===== config.mk =====
export PLATFORM = sky130hd
export DESIGN_NAME = simon_arbiter_flat
export DESIGN_NICKNAME = d
export VERILOG_FILES = /design/src/rtl/simon_arbiter_if.sv /design/src/rtl/simon_arbiter.sv /design/src/flat_wrapper.sv
export SDC_FILE = /design/constraint.sdc
export NUM_CORES = 1
export LEC_CHECK = 0
export ABC_CLOCK_PERIOD_IN_PS = 6230
export CAP_MARGIN = 20
export CORE_AREA = 4 4 217 219
export DETAILED_ROUTE_END_ITERATION = 6
export DIE_AREA = 0 0 221 223
export GPL_TIMING_DRIVEN = 0
export PLACE_DENSITY = 0.53
export SLEW_MARGIN = 25
export SYNTH_ARGS = -nofsm -noshare
export SYNTH_HDL_FRONTEND = slang
export SYNTH_SLANG_ARGS = --single-unit
export TNS_END_PERCENT = 50

===== constraint.sdc =====
create_clock -name i_clk -period 6.23 [get_ports i_clk]
set_clock_uncertainty 0.15 [all_clocks]
set_input_delay 1.246 -clock i_clk [delete_from_list [all_inputs] [get_ports i_clk]]
set_output_delay 1.246 -clock i_clk [all_outputs]
set_load 0.05 [all_outputs]

===== src/rtl/simon_arbiter_if.sv =====
// -----------------------------------------------------------------------------
// simon_arbiter_if
//   Bundles the request bus, the tagged response channel and the link to the
//   shared simon core that the arbiter sits between.
//
//   Signals (named from the arbiter's point of view in the 'slave' modport):
//     req_valid/req_ready        per-requester valid/accept, NREQ bits each
//     req_plaintext/req_key      flattened per-requester operands
//     resp_valid/resp_ready      response handshake
//     resp_id/resp_data/resp_err owner index, ciphertext, timeout flag
//     core_en/core_plaintext/core_key   drive the simon core inputs
//     core_done/core_ciphertext         simon core outputs
//     busy                       arbiter is not idle
//
//   Modports:
//     slave  - the arbiter itself
//     master - the environment (requesters, response sink and simon core)
// -----------------------------------------------------------------------------
interface simon_arbiter_if #(
    parameter int unsigned N    = 16,
    parameter int unsigned M    = 4,
    parameter int unsigned NREQ = 4
);
    localparam int unsigned BlkW = 2 * N;
    localparam int unsigned KeyW = N * M;
    localparam int unsigned IdW  = (NREQ > 1) ? $clog2(NREQ) : 1;

    logic [NREQ-1:0]      req_valid;
    logic [NREQ-1:0]      req_ready;
    logic [NREQ*BlkW-1:0] req_plaintext;
    logic [NREQ*KeyW-1:0] req_key;

    logic                 resp_valid;
    logic                 resp_ready;
    logic [IdW-1:0]       resp_id;
    logic [BlkW-1:0]      resp_data;
    logic                 resp_err;

    logic                 core_en;
    logic [BlkW-1:0]      core_plaintext;
    logic [KeyW-1:0]      core_key;
    logic                 core_done;
    logic [BlkW-1:0]      core_ciphertext;

    logic                 busy;

    modport slave (
        input  req_valid,
        input  req_plaintext,
        input  req_key,
        input  resp_ready,
        input  core_done,
        input  core_ciphertext,
        output req_ready,
        output resp_valid,
        output resp_id,
        output resp_data,
        output resp_err,
        output core_en,
        output core_plaintext,
        output core_key,
        output busy
    );

    modport master (
        output req_valid,
        output req_plaintext,
        output req_key,
        output resp_ready,
        output core_done,
        output core_ciphertext,
        input  req_ready,
        input  resp_valid,
        input  resp_id,
        input  resp_data,
        input  resp_err,
        input  core_en,
        input  core_plaintext,
        input  core_key,
        input  busy
    );
endinterface


===== src/rtl/simon_arbiter.sv =====
// -----------------------------------------------------------------------------
// simon_arbiter
//   Round-robin arbiter and sequencer sharing one simon core between NREQ
//   requesters. One request is in flight at a time: the winner's operands are
//   captured into hold registers, the core is started with a single-cycle
//   core_en pulse, and the ciphertext (or a timeout error) is returned on a
//   tagged response channel.
//
//   Ports:
//     i_clk  - clock, all state on posedge
//     i_rst  - synchronous active-high reset, aborts any operation in flight
//     bus    - simon_arbiter_if.slave: request bus, response channel, core link
//
//   Parameters:
//     N, M     - simon word size and key word count
//     NREQ     - number of requesters (2..16)
//     TIMEOUT  - WAIT cycles allowed before aborting with resp_err (1..65535)
// -----------------------------------------------------------------------------
module simon_arbiter #(
    parameter int unsigned N       = 16,
    parameter int unsigned M       = 4,
    parameter int unsigned NREQ    = 4,
    parameter int unsigned TIMEOUT = 255
) (
    input  logic          i_clk,
    input  logic          i_rst,
    simon_arbiter_if.slave bus
);
    localparam int unsigned BlkW = 2 * N;
    localparam int unsigned KeyW = N * M;
    localparam int unsigned IdW  = (NREQ > 1) ? $clog2(NREQ) : 1;
    localparam int unsigned CntW = 16;

    // Last WAIT cycle index; reaching it without done means the op timed out.
    localparam logic [CntW-1:0] CntLast  = CntW'(TIMEOUT - 1);
    localparam logic [IdW-1:0]  LastInit = IdW'(NREQ - 1);

    typedef enum logic [1:0] {
        StIdle,
        StIssue,
        StWait,
        StResp
    } state_e;

    // State and hold registers
    state_e          r_state;
    logic [IdW-1:0]  r_last_grant;
    logic [IdW-1:0]  r_id;
    logic [BlkW-1:0] r_pt;
    logic [KeyW-1:0] r_key;
    logic [BlkW-1:0] r_data;
    logic            r_err;
    logic [CntW-1:0] r_cnt;

    // Next-state values
    state_e          w_state_next;
    logic [IdW-1:0]  w_last_grant_next;
    logic [IdW-1:0]  w_id_next;
    logic [BlkW-1:0] w_pt_next;
    logic [KeyW-1:0] w_key_next;
    logic [BlkW-1:0] w_data_next;
    logic            w_err_next;
    logic [CntW-1:0] w_cnt_next;

    // Round-robin search
    logic            w_found;
    logic [IdW-1:0]  w_grant;
    logic [IdW-1:0]  w_idx;
    logic [NREQ-1:0] w_req_ready;

    // ------------------------------------------------------------------
    // Grant: first valid requester scanning from last_grant+1, wrapping.
    // The previous winner is visited last, which bounds any wait to NREQ-1
    // operations.
    // ------------------------------------------------------------------
    always_comb begin
        w_found = 1'b0;
        w_grant = '0;
        w_idx   = '0;
        for (int k = 1; k <= int'(NREQ); k++) begin
            w_idx = IdW'((int'(r_last_grant) + k) % int'(NREQ));
            if (!w_found && bus.req_valid[w_idx]) begin
                w_found = 1'b1;
                w_grant = w_idx;
            end
        end
    end

    always_comb begin
        w_req_ready = '0;
        if (r_state == StIdle && w_found) begin
            w_req_ready[w_grant] = 1'b1;
        end
    end

    // ------------------------------------------------------------------
    // Next-state logic
    // ------------------------------------------------------------------
    always_comb begin
        w_state_next      = r_state;
        w_last_grant_next = r_last_grant;
        w_id_next         = r_id;
        w_pt_next         = r_pt;
        w_key_next        = r_key;
        w_data_next       = r_data;
        w_err_next        = r_err;
        w_cnt_next        = r_cnt;

        unique case (r_state)
            StIdle: begin
                // req_ready is the one-hot grant, so a found grant is an accept.
                if (w_found) begin
                    w_pt_next         = bus.req_plaintext[int'(w_grant)*BlkW +: BlkW];
                    w_key_next        = bus.req_key[int'(w_grant)*KeyW +: KeyW];
                    w_id_next         = w_grant;
                    w_last_grant_next = w_grant;
                    w_state_next      = StIssue;
                end
            end
            StIssue: begin
                // core_done may still be high from the previous op; ignore it here.
                w_cnt_next   = '0;
                w_state_next = StWait;
            end
            StWait: begin
                if (bus.core_done) begin
                    w_data_next  = bus.core_ciphertext;
                    w_err_next   = 1'b0;
                    w_state_next = StResp;
                end else if (r_cnt == CntLast) begin
                    w_data_next  = '0;
                    w_err_next   = 1'b1;
                    w_state_next = StResp;
                end else begin
                    w_cnt_next = r_cnt + 1'b1;
                end
            end
            StResp: begin
                // No grant in the handshake cycle; IDLE is entered first.
                if (bus.resp_ready) begin
                    w_state_next = StIdle;
                end
            end
            default: begin
                w_state_next = StIdle;
            end
        endcase
    end

    // ------------------------------------------------------------------
    // State registers
    // ------------------------------------------------------------------
    always_ff @(posedge i_clk) begin
        if (i_rst) begin
            r_state      <= StIdle;
            r_last_grant <= LastInit;
            r_id         <= '0;
            r_pt         <= '0;
            r_key        <= '0;
            r_data       <= '0;
            r_err        <= 1'b0;
            r_cnt        <= '0;
        end else begin
            r_state      <= w_state_next;
            r_last_grant <= w_last_grant_next;
            r_id         <= w_id_next;
            r_pt         <= w_pt_next;
            r_key        <= w_key_next;
            r_data       <= w_data_next;
            r_err        <= w_err_next;
            r_cnt        <= w_cnt_next;
        end
    end

    // ------------------------------------------------------------------
    // Outputs: pure decodes of registered state, so resp_valid never
    // depends on resp_ready.
    // ------------------------------------------------------------------
    assign bus.req_ready      = w_req_ready;
    assign bus.core_en        = (r_state == StIssue);
    assign bus.core_plaintext = r_pt;
    assign bus.core_key       = r_key;
    assign bus.resp_valid     = (r_state == StResp);
    assign bus.resp_id        = r_id;
    assign bus.resp_data      = r_data;
    assign bus.resp_err       = r_err;
    assign bus.busy           = (r_state != StIdle);

    // ------------------------------------------------------------------
    // Protocol properties
    // ------------------------------------------------------------------
    a_ready_onehot0 : assert property (@(posedge i_clk) disable iff (i_rst)
        $onehot0(bus.req_ready));

    a_resp_hold : assert property (@(posedge i_clk) disable iff (i_rst)
        (bus.resp_valid && !bus.resp_ready) |=>
            (bus.resp_valid && $stable(bus.resp_data) && $stable(bus.resp_id)
             && $stable(bus.resp_err)));

endmodule


===== src/flat_wrapper.sv =====
// flat-port wrapper written by rule: the top's interface ports become plain ports
module simon_arbiter_flat 
#(
    parameter int unsigned N       = 16,
    parameter int unsigned M       = 4,
    parameter int unsigned NREQ    = 4,
    parameter int unsigned TIMEOUT = 255
)
  (i_clk, i_rst, bus_req_valid, bus_req_plaintext, bus_req_key, bus_resp_ready, bus_core_done, bus_core_ciphertext, bus_req_ready, bus_resp_valid, bus_resp_id, bus_resp_data, bus_resp_err, bus_core_en, bus_core_plaintext, bus_core_key, bus_busy);
  simon_arbiter_if #(.N(N), .M(M), .NREQ(NREQ)) bus_i ();
  input  logic i_clk;
  input  logic i_rst;
  input wire logic [$bits(bus_i.req_valid)-1:0] bus_req_valid;
  input wire logic [$bits(bus_i.req_plaintext)-1:0] bus_req_plaintext;
  input wire logic [$bits(bus_i.req_key)-1:0] bus_req_key;
  input wire logic [$bits(bus_i.resp_ready)-1:0] bus_resp_ready;
  input wire logic [$bits(bus_i.core_done)-1:0] bus_core_done;
  input wire logic [$bits(bus_i.core_ciphertext)-1:0] bus_core_ciphertext;
  output wire logic [$bits(bus_i.req_ready)-1:0] bus_req_ready;
  output wire logic [$bits(bus_i.resp_valid)-1:0] bus_resp_valid;
  output wire logic [$bits(bus_i.resp_id)-1:0] bus_resp_id;
  output wire logic [$bits(bus_i.resp_data)-1:0] bus_resp_data;
  output wire logic [$bits(bus_i.resp_err)-1:0] bus_resp_err;
  output wire logic [$bits(bus_i.core_en)-1:0] bus_core_en;
  output wire logic [$bits(bus_i.core_plaintext)-1:0] bus_core_plaintext;
  output wire logic [$bits(bus_i.core_key)-1:0] bus_core_key;
  output wire logic [$bits(bus_i.busy)-1:0] bus_busy;
  assign bus_i.req_valid = bus_req_valid;
  assign bus_i.req_plaintext = bus_req_plaintext;
  assign bus_i.req_key = bus_req_key;
  assign bus_i.resp_ready = bus_resp_ready;
  assign bus_i.core_done = bus_core_done;
  assign bus_i.core_ciphertext = bus_core_ciphertext;
  assign bus_req_ready = bus_i.req_ready;
  assign bus_resp_valid = bus_i.resp_valid;
  assign bus_resp_id = bus_i.resp_id;
  assign bus_resp_data = bus_i.resp_data;
  assign bus_resp_err = bus_i.resp_err;
  assign bus_core_en = bus_i.core_en;
  assign bus_core_plaintext = bus_i.core_plaintext;
  assign bus_core_key = bus_i.core_key;
  assign bus_busy = bus_i.busy;
  simon_arbiter #(.N(N), .M(M), .NREQ(NREQ), .TIMEOUT(TIMEOUT)) u_core (.i_clk(i_clk), .i_rst(i_rst), .bus(bus_i));
endmodule

; Yosys cells after proc, flatten, opt, wreduce, memory -nomap -nowiden
; Index checks and enable logic that the tools add are counted.
[classes]
n_eq_ne = 9
shift = 2
n_addsub = 5
n_mux = 31
reduce_logical = 16
magnitude_cmp = 6
[ops]
columns = cell, count
row1 = 256-bit by 9-bit indexed part select with 64-bit output, 1
row2 = 128-bit by 8-bit indexed part select with 32-bit output, 1
row3 = 32-bit two-way mux, 2
row4 = 16-bit two-way mux, 2
row5 = 16-bit one-hot mux with 2 select lines, 1
row6 = "16-bit by 1-bit adder with 16-bit output, second input constant", 1
row7 = "16-bit by 8-bit equality test with 1-bit output, second input constant", 1
row8 = 2-bit two-way mux, 8
row9 = "2-bit by 3-bit < comparator with 1-bit output, second input constant", 5
row10 = 1-bit two-way mux, 11
row11 = 1-bit binary-select mux with 2-bit select, 4
row12 = 2-bit one-hot mux with 4 select lines, 1
row13 = "2-bit inequality test, second input constant", 3
row14 = 3-bit AND reduction, 2
row15 = 2-bit nonzero test, 3
row16 = 1-bit logical AND, 5
row17 = "2-bit by 1-bit adder with 2-bit output, second input constant", 2
row18 = "2-bit adder, second input constant", 2
row19 = "2-bit equality test, second input constant", 2
row20 = 4-bit two-way mux, 1
row21 = 2-bit AND reduction, 2
row22 = 1-bit logical NOT, 3
row23 = "3-bit by 2-bit inequality test with 1-bit output, second input constant", 1
row24 = 1-bit demux with 2-bit select, 1
row25 = 4 further kinds, 4
[totals]
regBits = 151
in_bits = 424
output_inout_bits = 138

; Depth between registers and ports, before layout
; Gate-level depths: netlist of the first run.
[logic_depth]
ltp_word = 18
ltp_mapped = 11

; Worst setup path after synthesis of the first run
; Ideal clock, no wire load.
[synth_path]
path_type = input to output
startpoint = input bus_req_valid[1]
endpoint = output bus_req_ready[1]
setup_slack_ps = 1726
stages = 7
arrival_time_ps = 3108
n_path_buf = 3
cell_sequence = nand2b_1 > a21boi_1 > o211a_1 > buf_4 > buf_8 > buf_6 > nor3_1
[synth_via]
elab_chain_len = 17
word_cells_on_any_way = 29
classes_between = order compare (2) / mux (19) / reduce/logical (8)
[synth_lines]
columns = item, line
row1 = start: declaration, flat_wrapper.sv:13  ; input wire logic [$bits(bus_i.req_valid)-1:0] bus_req_valid;
row2 = 1-bit binary-select mux with 2-bit select, simon_arbiter.sv:82  ; if (!w_found && bus.req_valid[w_idx]) begin
row3 = 1-bit two-way mux (implied by the code), simon_arbiter.sv:82
row4 = 1-bit two-way mux, simon_arbiter.sv:82
row5 = 1-bit logical NOT, simon_arbiter.sv:82
row6 = 1-bit logical AND, simon_arbiter.sv:82
row7 = 1-bit two-way mux, simon_arbiter.sv:82
row8 = 1-bit logical NOT, simon_arbiter.sv:82
row9 = 1-bit logical AND, simon_arbiter.sv:82
row10 = 1-bit two-way mux, simon_arbiter.sv:82
row11 = 1-bit logical NOT, simon_arbiter.sv:82
row12 = 1-bit logical AND, simon_arbiter.sv:82
row13 = 2-bit two-way mux, simon_arbiter.sv:82
row14 = 2-bit by 3-bit < comparator with 1-bit output (implied by the code) or 2-bit by 1-bit >= comparator with 1-bit output (tied branches), simon_arbiter.sv:92  ; w_req_ready[w_grant] = 1'b1;
row15 = 1-bit logical AND (implied by the code), simon_arbiter.sv:92
row16 = 1-bit two-way mux (implied by the code), simon_arbiter.sv:92
row17 = 1-bit demux with 2-bit select, n/a
row18 = 4-bit two-way mux *, simon_arbiter.sv:91  ; if (r_state == StIdle && w_found) begin
row19 = end: declaration, flat_wrapper.sv:19  ; output wire logic [$bits(bus_i.req_ready)-1:0] bus_req_ready;
; Every way passes the cells marked *; elsewhere a longest branch is shown, timed or not. The select of a mux whose other input is x is not followed.

; Final worst setup path of the first run
; Same ends and word-level chain as after synthesis.

==> results of run 1 <==
==> state kept, by name, indices dropped and copies added, names as in the netlist <==
name,cells
u_core.bus.resp_err,1
u_core.r_cnt,16
u_core.bus.resp_id,2
u_core.bus.resp_data,32
u_core.r_state,2
u_core.r_last_grant,2
u_core.bus.core_key,64
u_core.bus.core_plaintext,32
==> routing by layer <==
| layer | share of wire | up-vias | track usage | routed length (µm) |
|---|---|---|---|---|
| met1 | 0.39 | 3960 | 0.1737 | 15810 |
| li1 | - | 4108 | - | - |
| met3 | 0.076 | 56 | 0.05618 | 3061 |
| met2 | 0.50 | 394 | 0.2835 | 20400 |
| met4 | 0.030 | 4 | 0.06221 | 1199 |
| met5 | 0.00057 | - | 0 | 23 |
==> per-stage QoR <==
stage,area (µm²),utilization,cells
6_report,14820,0.3287,1966
5_1_grt,14820,0.3287,1966
4_1_cts,14820,0.3287,1966
3_5_place_dp,14250,0.3160,1934
3_3_place_gp,14250,0.3160,1934
2_1_floorplan,7894,-,774
==> critical path: stages <==
cell and delay (ns):
clkdlybuf4s50_1 0.55, nand2b_1 0.09, a21boi_1 0.14, o211a_1 0.23, buf_4 0.17, buf_8 0.16
buf_6 0.18, nor3_1 0.17, clkdlybuf4s50_1 0.84
==> power breakdown <==
group | internal, mW | switching (mW) | total, mW
clock network | 0.557 | 0.494 | 1.05
registers | 1.32 | 0.222 | 1.54
logic | 1.52 | 2.42 | 3.94
total | 3.40 | 3.14 | 6.53
==> area by class of cell <==
type | instances | share of cell area
clock buffer | 17 | 0.02870
buffer | 67 | 0.03689
sequential | 151 | 0.2040
timing repair buffer | 560 | 0.3782
multi-input combinational | 548 | 0.2897
tap | 600 | 0.05065
inverter | 8 | 0.002026
clock inverter | 15 | 0.009793
==> cell usage in the layout, fill, tap and decap left out, types with 3 or more instances in the layout <==
cell type,n
a211oi_1,4
a21oi_1,11
a22o_1,32
and2_1,4
and3_1,5
and4_1,3
buf_12,11
buf_2,6
buf_4,3
buf_6,10
clkbuf_1,33
clkbuf_16,17
clkbuf_4,3
clkdlybuf4s50_1,560
clkinv_4,4
dfxtp_1,151
ha_1,7
inv_1,8
inv_6,5
mux2i_1,194
nand2_1,101
nand2b_1,3
nand3_1,7
nand4_1,6
nor2_1,17
nor2b_1,5
nor3_1,8
nor4_2,3
o21ai_0,5
o21ai_1,4
o221ai_1,96
xnor2_1,4
xor2_1,3
==> how the worst max path moves through the flow <==
stage,cells past startpoint,to,startpoint
2_1_floorplan,7,bus_req_ready[1],bus_req_valid[1]
3_3_place_gp,9,bus_req_ready[1],bus_req_valid[1]
3_5_place_dp,9,bus_req_ready[1],bus_req_valid[1]
4_1_cts,9,bus_req_ready[1],bus_req_valid[1]
5_1_grt,9,bus_req_ready[1],bus_req_valid[3]
6_report,9,bus_req_ready[1],bus_req_valid[1]
==> cell families after synthesis <==
family,Yosys count,synth area share
adder cells (fa/ha/maj),7,0.01109
AND/OR/NAND/NOR,175,0.1073
flip-flops,151,0.3829
buffers and inverters,75,0.07307
XOR/XNOR,7,0.007767
AO/OA/AOI/OAI,165,0.1718
multiplexers,194,0.2460
==> flow_metrics.env, run 1 <==
export IMPL_viasPerCell=4.335
export IMPL_grt_pass1_vias=9159
export IMPL_wl_per_cell_um=20.60
export IMPL_ys_ff_latch=151
export IMPL_fin_setup_tns_ns=0
export IMPL_hold_violations=0
export IMPL_dp_hpwl_um=33320
export IMPL_ff2ff_path_depth=10
export IMPL_grt_start_max_net_pins=17
export IMPL_synth_cells=774
export IMPL_hold_slack_ns=0.3138
export IMPL_die_w_um=221
export IMPL_required_ns=4.83
export IMPL_cts_clk_slew_worst_paths_ns=0.07
export IMPL_dr_pass1_iters=4
export IMPL_drc=0
export IMPL_nFillCells=4692
export IMPL_synthTopCellsByArea="dfxtp_1 38%, mux2i_1 25%, o221ai_1 11%, nand2_1 4.8%, a22o_1 3.6%"
export IMPL_post_cts_buffers=0
export IMPL_power_leakage_nw=5.860
export IMPL_cts_buffer_depth=2
export IMPL_ir_worst_vdd_uv=205.6
export IMPL_maxSlewViolCount=0
export IMPL_cp_max_fo=10
export IMPL_worstSetupPathType="in -> out"
export IMPL_rows=78
export IMPL_cts_htree_levels=4
export IMPL_numCtsBuffers=17
export IMPL_core_area_mm2=0.04509
export IMPL_clockRootBuffer="clkbuf_16"
export IMPL_reg2reg_from="u_core.r_state[0]"
export IMPL_vias=8522
export IMPL_max_cap_violations=0
export IMPL_n_antenna_cell=0
export IMPL_die_h_um=223
export IMPL_synth_area_mm2=0.007894
export IMPL_start_util=0.1751
export IMPL_antenna_found_initial=4
export IMPL_fin_crit_ns=5.188
export IMPL_reg2reg_to="u_core.bus.core_plaintext[30]"
export IMPL_yosysWarnings=0
export IMPL_yosys_area_top_type="dfxtp_1"
export IMPL_drive_gt1_frac=0.05783
export IMPL_clk_latency_ns=0.47
export IMPL_slew_limit_headroom=0.3871
export IMPL_powerDensity_mw_per_mm2=440.8
export IMPL_fin_crit_sh=0.8327
export IMPL_synth_most_common_cell="mux2i_1"
export IMPL_start_kind="primary input"
export IMPL_tightest_slew_ns=0.9194
export IMPL_routed_wl_um=40500
export IMPL_ioPinCount=562
export IMPL_avgSynthCellArea_um2=10.20
export IMPL_fin_nets=1784
export IMPL_numPortBuffers=560
export IMPL_netlist_area_leader_share=0.3829
export IMPL_multi_input_area_mm2=0.004294
export IMPL_synth_cell_types=51
export IMPL_rsz0062_at_grt="no"
export IMPL_cp_arrival_ns=3.79
export IMPL_seqCellArea_mm2=0.003023
export IMPL_synth_ff_type="dfxtp_1"
export IMPL_yosys_top_cells_count="194 x mux2i_1, 151 x dfxtp_1, 101 x nand2_1"
export IMPL_min_path_type="reg -> reg"
export IMPL_cts_num_sinks=151
export IMPL_antenna_left=0
export IMPL_drt_iter0_drc=334
export IMPL_setup_violations=0
export IMPL_cp_end_kind="output pin"
export IMPL_die_area_mm2=0.04928
export IMPL_setup_ws_ns=1.042
export IMPL_async_reset_ff_frac=0
export IMPL_whs_endpoint="u_core.bus.core_key[19]"
export IMPL_r2r_slack_ns=3.47
export IMPL_place_ws_ns=0.9997
export IMPL_cts_resized=0
export IMPL_gr_total_overflow=0
export IMPL_gp_congestion=0.9346
export IMPL_synth_edf_count=0
export IMPL_areaGrowthSynthToFinish_pct=87.75
export IMPL_track_usage=0.1592
export IMPL_grt_pass1_wl_um=59200
export IMPL_min_from="u_core.bus.core_key[19]"
export IMPL_syn_nets=1205
export IMPL_max_freq_mhz=192.8
export IMPL_cts_tree="done"
export IMPL_p_total_mw=6.534
export IMPL_ctsHoldBuffers=0
export IMPL_hold_depth=2
export IMPL_status="finished clean"
export IMPL_yosysSeqAreaShare=0.3829
Power figures use the tool's default switching activity.
==> run 2, diff against run 1 <==
--- a/config.mk
+++ b/config.mk
@@ -5,13 +5,13 @@
 export SDC_FILE = /design/constraint.sdc
 export NUM_CORES = 1
 export LEC_CHECK = 0
-export ABC_CLOCK_PERIOD_IN_PS = 6230
+export ABC_CLOCK_PERIOD_IN_PS = 4300
 export CAP_MARGIN = 20
 export CORE_AREA = 4 4 217 219
 export DETAILED_ROUTE_END_ITERATION = 6
 export DIE_AREA = 0 0 221 223
 export GPL_TIMING_DRIVEN = 0
-export PLACE_DENSITY = 0.53
+export PLACE_DENSITY = 0.55
 export SLEW_MARGIN = 25
 export SYNTH_ARGS = -nofsm -noshare
 export SYNTH_HDL_FRONTEND = slang
==> constraint.sdc (replaced) <==
create_clock -name i_clk -period 4.3 [get_ports i_clk]
set_clock_uncertainty 0.15 [all_clocks]
set_input_delay 0.86 -clock i_clk [delete_from_list [all_inputs] [get_ports i_clk]]
set_output_delay 0.86 -clock i_clk [all_outputs]
set_load 0.05 [all_outputs]
==> run 2 against run 1 <==
Net effect:
- wire length decreased by 0.10%
- flip-flop and latch count unchanged
- sequential power increased by 45%
- via count decreased by 0.43%
- die area unchanged
- count of clock-buffer cells in the layout unchanged
- non-clock buffer count unchanged
- register-to-register slack got worse by 2.0 ns
- worst hold slack got worse by 0.0023 ns
- first-iteration DRC count decreased by 10%
- largest cell class unchanged
==> flow_metrics.env, run 2 (synthesis gave the netlist of run 1 again) <==
export IMPL_routed_wl_um=40460
export IMPL_drt_iter0_drc=299
export IMPL_place_area_mm2=0.01425
export IMPL_dp_hpwl_um=33170
export IMPL_cp_end_kind="output pin"
export IMPL_fin_cells=1966
export IMPL_start_util=0.1751
export IMPL_fin_setup_tns_ns=0
export IMPL_max_cap_violations=0
export IMPL_die_h_um=223
export IMPL_final_common_cell="clkdlybuf4s50_1"
export IMPL_die_w_um=221
export IMPL_nFillCells=4695
export IMPL_drc=0
export IMPL_ctsHoldBuffers=0
export IMPL_ir_worst_vdd_uv=264.3
export IMPL_fin_area_mm2=0.01483
export IMPL_status="finished clean"
export IMPL_required_ns=3.29
export IMPL_multi_input_area_mm2=0.004294
export IMPL_dr_pass1_iters=6
export IMPL_dp_cells=1934
export IMPL_powerDensity_mw_per_mm2=637.9
export IMPL_cts_htree_levels=4
export IMPL_vias=8485
export IMPL_cpPeakStageDelay_ns=0.56
export IMPL_areaGrowthSynthToFinish_pct=87.83
export IMPL_rows=78
export IMPL_cts_num_sinks=151
export IMPL_ioPinCount=562
export IMPL_cts_buffer_depth=2
export IMPL_cp_max_fo=10
export IMPL_endpoint="bus_req_ready[1]"
export IMPL_grt_pass1_vias=9154
export IMPL_seqCellArea_mm2=0.003023
export IMPL_crit_slowest_cell="clkdlybuf4s50_1"
export IMPL_final_cell_mix="557 x clkdlybuf4s50_1, 194 x mux2i_1, 151 x dfxtp_1, 101 x nand2_1, 96 x o221ai_1"
export IMPL_core_area_mm2=0.04509
export IMPL_r2r_slack_ns=1.52
export IMPL_grt_pass1_wl_um=59550
export IMPL_numPortBuffers=560
export IMPL_drive_gt1_frac=0.05783
export IMPL_viasPerCell=4.316
export IMPL_hold_violations=0
export IMPL_cts_resized=1
export IMPL_start_kind="primary input"
export IMPL_gr_total_overflow=0
export IMPL_setup_violations=0
export IMPL_gp_congestion=0.8926
export IMPL_largest_register_ff_count=64
export IMPL_min_path_type="reg -> reg"
export IMPL_power_leakage_nw=5.901
export IMPL_cp_arrival_ns=3.15
export IMPL_hold_slack_ns=0.3115
export IMPL_rsz0062_at_grt="no"
export IMPL_track_usage=0.1590
export IMPL_max_freq_mhz=240.6
export IMPL_numCtsBuffers=17
export IMPL_slew_limit_headroom=0.4379
export IMPL_startpoint="bus_req_valid[1]"
export IMPL_reg2reg_to="u_core.bus.core_plaintext[30]"
export IMPL_n_antenna_cell=0
export IMPL_clockRootBuffer="clkbuf_16"
export IMPL_fin_nets=1784
export IMPL_post_cts_buffers=0
export IMPL_path_cells="clkdlybuf4s50_1 > nand2b_1 > a21boi_1 > o211a_1 > buf_4 > buf_8 > buf_6 > nor3_1 > dlygate4sd1_1"
export IMPL_cts_tree="done"
export IMPL_wl_per_cell_um=20.58
export IMPL_worstSetupPathType="in -> out"
export IMPL_reg2reg_from="u_core.r_state[0]"
export IMPL_ff2ff_path_depth=10
export IMPL_antenna_found_initial=2
export IMPL_die_area_mm2=0.04928
export IMPL_fin_crit_sh=0.9665
export IMPL_maxSlewViolCount=0
export IMPL_cts_clk_slew_worst_paths_ns=0.07
export IMPL_clk_latency_ns=0.47
export IMPL_grt_start_max_net_pins=18
export IMPL_fin_crit_ns=4.156
export IMPL_tightest_slew_ns=0.8431
export IMPL_antenna_left=0
## run 2: cell count changes in the layout (fill, tap and decap cells not counted), sizes merged
cell	previous run	this run
dlymetal6s2s	0	2
clkinvlp	2	1
dlygate4sd1	0	1
clkinv	6	1
inv	14	21
bufinv	1	0
clkdlybuf4s50	560	557
## run 2: area by class of cell
type / instances / area share
Buffer: 67 / 0.03688
Clock buffer: 17 / 0.02869
Sequential cell: 151 / 0.2039
Multi-Input combinational cell: 548 / 0.2896
Tap cell: 600 / 0.05063
Timing Repair Buffer: 560 / 0.3783
Inverter: 8 / 0.002025
Clock inverter: 15 / 0.009958
## run 2: per-layer routing
metal / GRT usage / part of all wire / vias up
met2: 0.2860 / 0.51 / 379
met3: 0.04947 / 0.066 / 46
li1: - / - / 4120
met1: 0.1784 / 0.40 / 3936
met5: 0 / 0.00042 / -
met4: 0.05416 / 0.025 / 4
## run 2: worst max-delay path: cells and delay by family
family | cells | cell delay [ns]
simple gates | 2 | 0.27
compound gates | 2 | 0.36
buf+inv | 5 | 1.63
## run 2: how the worst min path moves through the flow
stage / startpoint / end / slack [ns] / cells past startpoint
after floorplan: u_core.r_cnt[15] / u_core.r_cnt[15] / 0.30 / 2
after global placement: u_core.bus.core_key[37] / u_core.bus.core_key[37] / 0.29 / 2
after detailed placement: u_core.bus.core_plaintext[1] / u_core.bus.core_plaintext[1] / 0.30 / 2
after CTS: u_core.bus.core_key[0] / u_core.bus.core_key[0] / 0.32 / 2
after global routing: u_core.bus.core_plaintext[5] / u_core.bus.core_plaintext[5] / 0.33 / 2
final: u_core.bus.core_key[0] / u_core.bus.core_key[0] / 0.31 / 2
## run 2: metrics by stage
step / total power [mW] / worst slack (ns) / util
floorplan: 5.829 / 0.5682 / -
global route: 9.930 / 0.0006246 / 0.3288
global placement: 8.009 / -0.1487 / 0.3160
CTS: 9.625 / 0.07079 / 0.3287
detailed placement: 8.040 / -0.1986 / 0.3160
finish: 9.458 / 0.1440 / 0.3288
## run 2: power breakdown
| group | internal [mW] | total, mW | switching, mW |
|---|---|---|---|
| Clock | 0.774 | 1.53 | 0.755 |
| Sequential | 1.92 | 2.23 | 0.316 |
| Combinational | 2.19 | 5.70 | 3.51 |
==> run 3, diff against run 2 <==
--- a/config.mk
+++ b/config.mk
@@ -7,11 +7,11 @@
 export LEC_CHECK = 0
 export ABC_CLOCK_PERIOD_IN_PS = 4300
 export CAP_MARGIN = 20
-export CORE_AREA = 4 4 217 219
+export CORE_AREA = 2 2 221 223
 export DETAILED_ROUTE_END_ITERATION = 6
-export DIE_AREA = 0 0 221 223
+export DIE_AREA = 0 0 223 225
 export GPL_TIMING_DRIVEN = 0
-export PLACE_DENSITY = 0.55
+export PLACE_DENSITY = 0.53
 export SLEW_MARGIN = 25
 export SYNTH_ARGS = -nofsm -noshare
 export SYNTH_HDL_FRONTEND = slang
==> run 3 against run 2 <==
Net effect:
- fmax is 1.5% higher
- critical path depth stayed put
- flip-flop and latch count stayed put
- core utilization is 1.6 points lower
- global-route usage is 0.34 points lower
- sequential power hardly changed
- clock power is 4% higher
- die area is 1.8% higher
- critical path type unchanged
==> flow_metrics.env, run 3 (synthesis gave the netlist of run 1 again) <==
export IMPL_hold_violations=0
export IMPL_ir_worst_vdd_uv=262.8
export IMPL_die_area_mm2=0.05018
export IMPL_wl_per_cell_um=20.23
export IMPL_ioPinCount=562
export IMPL_cp_max_fo=10
export IMPL_fin_crit_ns=4.094
export IMPL_required_ns=3.29
export IMPL_post_cts_buffers=0
export IMPL_gp_congestion=0.8264
export IMPL_status="finished clean"
export IMPL_cp_end_kind="output pin"
export IMPL_vias=8482
export IMPL_final_cell_mix="557 x clkdlybuf4s50_1, 194 x mux2i_1, 151 x dfxtp_1, 101 x nand2_1, 96 x o221ai_1"
export IMPL_cts_resized=1
export IMPL_rows=80
export IMPL_final_common_cell="clkdlybuf4s50_1"
export IMPL_tightest_slew_ns=0.7394
export IMPL_die_h_um=225
export IMPL_grt_pass1_vias=8803
export IMPL_cts_tree="done"
export IMPL_ctsHoldBuffers=0
export IMPL_hold_slack_ns=0.3104
export IMPL_fin_nets=1784
export IMPL_dr_pass1_iters=4
export IMPL_grt_pass1_wl_um=56970
export IMPL_cts_buffer_depth=2
export IMPL_drt_iter0_drc=319
export IMPL_worstSetupPathType="in -> out"
export IMPL_start_util=0.1660
export IMPL_cts_htree_levels=4
export IMPL_start_kind="primary input"
export IMPL_ff2ff_path_depth=10
export IMPL_p_total_mw=9.539
export IMPL_dp_hpwl_um=32620
export IMPL_track_usage=0.1556
export IMPL_clockRootBuffer="clkbuf_16"
export IMPL_die_w_um=223
export IMPL_clk_latency_ns=0.47
export IMPL_fin_crit_sh=0.9520
export IMPL_cts_clk_slew_worst_paths_ns=0.07
export IMPL_drive_gt1_frac=0.05783
export IMPL_maxSlewViolCount=0
export IMPL_hold_depth=2
export IMPL_drc=0
export IMPL_numPortBuffers=560
export IMPL_min_path_type="reg -> reg"
export IMPL_cp_arrival_ns=3.08
export IMPL_grt_start_max_net_pins=17
export IMPL_viasPerCell=4.280
export IMPL_routed_wl_um=40100
export IMPL_antenna_left=0
export IMPL_slew_limit_headroom=0.5071
export IMPL_cts_num_sinks=151
export IMPL_numCtsBuffers=17
export IMPL_largest_register_ff_count=64
export IMPL_gr_total_overflow=0
export IMPL_powerDensity_mw_per_mm2=641.0
export IMPL_utilization=0.3130
export IMPL_power_leakage_nw=5.904
export IMPL_max_cap_violations=0
export IMPL_antenna_found_initial=2
export IMPL_core_area_mm2=0.04755
export IMPL_max_freq_mhz=244.3
export IMPL_setup_violations=0
export IMPL_rsz0062_at_grt="no"
export IMPL_areaGrowthSynthToFinish_pct=88.52
==> run 3: layout make-up <==
cell class,instances,area [µm²]
Clock inverter,14,166.4
Fill cell,4919,32660
Tap cell,615,769.5
Clock buffer,18,439.2
Buffer,67,546.8
Multi-Input combinational cell,548,4294
Antenna cell,1,2.502
Inverter,8,30.03
Timing Repair Buffer,560,5610
Sequential cell,151,3023
==> run 3: path summary, 6_finish.rpt <==
check                                                     end  slack, ns                    start
worst min register to register        u_core.bus.core_key[48]       0.31  u_core.bus.core_key[48]
worst min-delay path                  u_core.bus.core_key[48]       0.31  u_core.bus.core_key[48]
worst max-delay path                         bus_req_ready[1]       0.21         bus_req_valid[3]
worst max register to register  u_core.bus.core_plaintext[23]       1.42        u_core.r_state[0]
==> run 3: metal layers <==
layer,track usage,share of wire,wire (µm),up-vias
met4,0.06517,0.025,1005,2
met5,0,0.00032,13,-
met3,0.04876,0.079,3173,45
met1,0.1771,0.40,16090,3921
li1,-,-,-,4111
met2,0.2693,0.49,19820,403
==> run 3: power by group <==
group          total [mW]  switching (mW)  leakage (nW)  internal (mW)
Sequential           2.22           0.308          1.24           1.92
Clock                1.59           0.708         0.288          0.885
Combinational        5.72            3.53          4.38           2.19
==> run 3: through the flow <==
stage	cell area (µm²)	setup TNS [ns]	setup WS [ns]	std cells
after detailed placement	14270	-0.1647	-0.1647	1949
after global routing	14880	0	0.007385	1981
after floorplan	7894	0	0.5682	774
after CTS	14870	0	0.02714	1981
after global placement	14270	-0.1418	-0.1418	1949
final	14880	0	0.2062	1982
==> run 3: critical path: stages <==
cell and delay (ns):
clkdlybuf4s50_1 0.55, nor2b_1 0.19, o21ai_1 0.10, o211a_1 0.14, buf_4 0.18, buf_8 0.17
buf_6 0.17, nor3_1 0.15, clkdlybuf4s15_1 0.54
